`config.mk`:
```
export PLATFORM = sky130hd
export DESIGN_NAME = colour_counter
export DESIGN_NICKNAME = d
export VERILOG_FILES = /design/src/rtl/mastermind_pkg.sv /design/src/rtl/colour_counter.sv
export SDC_FILE = /design/constraint.sdc
export NUM_CORES = 1
export LEC_CHECK = 0
export CORE_AREA = 2 2 39 41
export DETAILED_ROUTE_END_ITERATION = 12
export DIE_AREA = 0 0 41 43
export PLACE_DENSITY = 0.5
export SLEW_MARGIN = 20
export SYNTH_ARGS = -nofsm -noshare
export SYNTH_HDL_FRONTEND = slang
export SYNTH_SLANG_ARGS = --single-unit
```
`constraint.sdc`:
```
create_clock -name vclk -period 2.4
set_input_delay 0.48 -clock vclk [all_inputs]
set_output_delay 0.48 -clock vclk [all_outputs]
set_load 0.02 [all_outputs]
```
`src/rtl/mastermind_pkg.sv`:
```
// Shared widths and FSM state encoding for the guess checker.
package mastermind_pkg;
  localparam int DIGIT_W     = 3;
  localparam int NUM_DIGITS  = 4;
  localparam int CODE_W      = 12;
  localparam int NUM_COLOURS = 8;

  typedef enum logic [2:0] {
    IDLE,
    ENTRY,
    EVAL_X,
    EVAL_P,
    REPORT,
    DONE
  } state_t;
endpackage

```
`src/rtl/colour_counter.sv`:
```
// Combinational count of how many digits of a code equal one colour.
module colour_counter
  import mastermind_pkg::*;
(
  input  logic [CODE_W-1:0]  code,
  input  logic [DIGIT_W-1:0] colour,
  output logic [2:0]         count
);

  always_comb begin
    count = '0;
    for (int i = 0; i < NUM_DIGITS; i++) begin
      if (code[i*DIGIT_W +: DIGIT_W] == colour) count = count + 3'd1;
    end
  end

endmodule

```
* Word level (Yosys, flattened, before mapping) *
Index checks and enable logic that the tools add are counted.

cells by class
  equality and inequality tests = 4
  multiplexer cells = 4
  $add $sub $neg = 3

operators by type and width
  kind                   number
  $eq A3 B3 Y1           4
  $add A3 B1 Y3 const B  3
  $mux W3                3
  $mux W1                1

storage, ports and cells
  flip-flop bits (word level) = 0
  word-level logic and storage cells = 11
  output and inout port bits = 3

* Depth between registers and ports, before layout *
  depth in word-level cells = 8
  gate-level depth with buffers = 9
  mapped depth without buffers = 9

* Worst setup path before layout *
No wires, ideal clock.

  path kind = in2out
  start = input port colour[2]
  end = output port count[2]
  slack = 0.017 ns
  stages = 7
  data arrival time = 1.903 ns
  required time = 1.920 ns
  path through = xnor2_1 -> and3_1 -> ha_1 -> xnor2_4 -> ha_1 -> nand2_1 -> xor2_1

on the way
  cells in the longest elaborated chain, start to end = 8

ends and longest elaborated chain
  item           line                  RTL
  from (decl)    colour_counter.sv:6   input logic [DIGIT_W-1:0] colour,
  $eq A3 B3 Y1   colour_counter.sv:13  if (code[i*DIGIT_W +: DIGIT_W] == colour) count = count + 3'd1;
  $mux W1        colour_counter.sv:13
  $add A3 B1 Y3  colour_counter.sv:13
  $mux W3        colour_counter.sv:13
  $add A3 B1 Y3  colour_counter.sv:13
  $mux W3        colour_counter.sv:13
  $add A3 B1 Y3  colour_counter.sv:13
  $mux W3 (*)    colour_counter.sv:13
  to (decl)      colour_counter.sv:7   output logic [2:0] count

Mark *: on every way between the ends. The rest lies on a longest branch, timed or not.

* Final worst setup path *
  start = input port colour[2]
  end = output port count[1]

Same word-level chain as after synthesis.

==> results.tsv <==
metric	value	unit
status	complete, but fails checks	
failed_checks	negative setup slack	
fmax	0.393	GHz
swShare	0.418	
register_area	0	sq um
fin_setup_tns	-0.150	ns
drive_gt1_frac	0.633	
relSlewSlack	0.852	
io_buffers	18	
drt-wirelength-per-cell	9.95	um
rows	14	
ys.warnings.count	0	
dr.pass1.iters	2	
critPathCapture	count[1]	
pin_count	18	
drtAntennaViolNets	0	
die_y	43	um
grt_pass1_wl	1.31	mm
finalHoldViolations	0	
synthTopCellsByCount	8 x xor2_1, 6 x xnor2_1, 3 x ha_1	
synthToLayoutAreaGrowth	136	%
worstSetupPathType	primary input to primary output	
place_ws	-1.09	ns
leakagePower	0.277	nW
syn_inst	30	
drv_cap	0	
power_frac_comb	1.000	
initial_utilization	0.191	
required	1.92	ns
drc_errors	0	
syn-num-nets	48	
cp.arrival	2.06	ns
num_vias	311	
fin_ws	-0.142	ns
crit_path_end_kind	primary output	
nets	80	
drt_wl_total	756	um
maxSlewViolCount	0	
peakVddDrop	0.0872	mV
path_max_fanout	2	
nFlopsAndLatches	0	
hp-class	primary input to primary output	
dpl.hpwl	567	um
ys_types	13	
hold_buffers	0	
critPathLaunch	colour[2]	
drtIter0Drc	1	
die_w	41	um
antenna_found_initial	0	
synthTopCellsByArea	xor2_1 27%, xnor2_1 20%, ha_1 14%	
tightestPinTransition	0.222	ns
synth.most_common_cell	xor2_1	
clockBufferCount	0	
period_needed	2.54	ns
design_area	624	sq um
yosysTopAreaCell	xor2_1	
groute.usage.overall	0.104	
power_density	242	nW/um^2
filler_cell_count	141	
whs	1.68	ns
p_seq_frac	0	
whs_path_depth	7	
rsz0062_at_grt	true	
p_int	87.9	uW
core-area	1380	sq um
antenna_cells	0	
synth-seq-area-share	0	
p_clk_frac	0	
avgSynthCellArea	8.80	sq um
dieArea	1760	sq um
first_global_vias	310	
syn_area	264	sq um
start_kind	primary input	
grt_overflow	0	
period_share	1.06	
place.gp.congestion	0.598	
grt_start_max_net_pins	5	
switchingPower	63.2	uW
viasPerCell	4.09	
placed_cell_area	524	sq um
synth_top_area_share	0.265	
setup_viol	2	
finalPower	151	uW
-- cell families (layout without fill, tap and decap cells) --
group           count (synthesis)  count (layout)  synth area share
buf+inv                         2              32            0.0284
compound gates                  2               2            0.0616
fa+ha+maj                       3               3             0.142
simple gates                    7               7             0.156
xor+xnor                       15              15             0.569
mux                             1               1            0.0427
-- stage by stage --
stage | cells | utilization
2_1_floorplan | 30 | -
3_3_place_gp | 72 | 0.379
3_5_place_dp | 72 | 0.379
4_1_cts | 77 | 0.427
5_1_grt | 76 | 0.451
6_report | 76 | 0.451
-- worst max-delay path, stage by stage --
cell and delay, ns:
buf_8 0.10, buf_12 0.12, xnor2_2 0.11, and3_4 0.22
ha_4 0.22, xnor2_4 0.14, ha_1 0.27, mux2_4 0.27
buf_6 0.13
-- worst min path at each step --
stage,start,endpoint
5_1_grt,code[8],count[2]
4_1_cts,code[8],count[2]
2_1_floorplan,code[9],count[0]
3_3_place_gp,code[11],count[2]
3_5_place_dp,code[11],count[2]
6_report,code[8],count[2]
-- final cells by class --
type | count | area, sq um | area share
inverter | 2 | 7.51 | 0.0120
multi-input combinational | 28 | 347 | 0.555
tap | 16 | 20.0 | 0.0321
timing repair buffer | 30 | 250 | 0.401
-- layout by cell type, fill, tap and decap left out, drive strengths merged --
master / n
clkdlybuf4s50: 3
nand2: 1
clkdlybuf4s15: 4
nor3: 2
xor2: 8
buf: 19
inv: 2
xnor2: 7
or3: 1
and3: 1
o31ai: 1
mux2: 1
clkbuf: 4
o21ai: 1
ha: 3
nand3: 2
-- power groups by stage --
stage | clock, mW | sequential, mW | combinational [mW]
6_report | 0 | 0 | 0.151
5_1_grt | 0 | 0 | 0.164
4_1_cts | 0 | 0 | 0.142
3_5_place_dp | 0 | 0 | 0.127
3_3_place_gp | 0 | 0 | 0.126
2_1_floorplan | 0 | 0 | 0.0624
-- routing by layer --
layer  wire length [um]  up-vias  track usage
met4                  0        0            0
met3                 48        0      0.00524
li1                   -      158            -
met1                299      143        0.144
met2                409       10        0.181
met5                  0        -            0
-- what timing repair did --
item,in CTS,in global routing
pin swaps,14,14
endpoints found under the setup margin,3,3
buffers inserted,5,0
resized for setup,54,17
No activity file was read; power rests on OpenSTA's default activity.
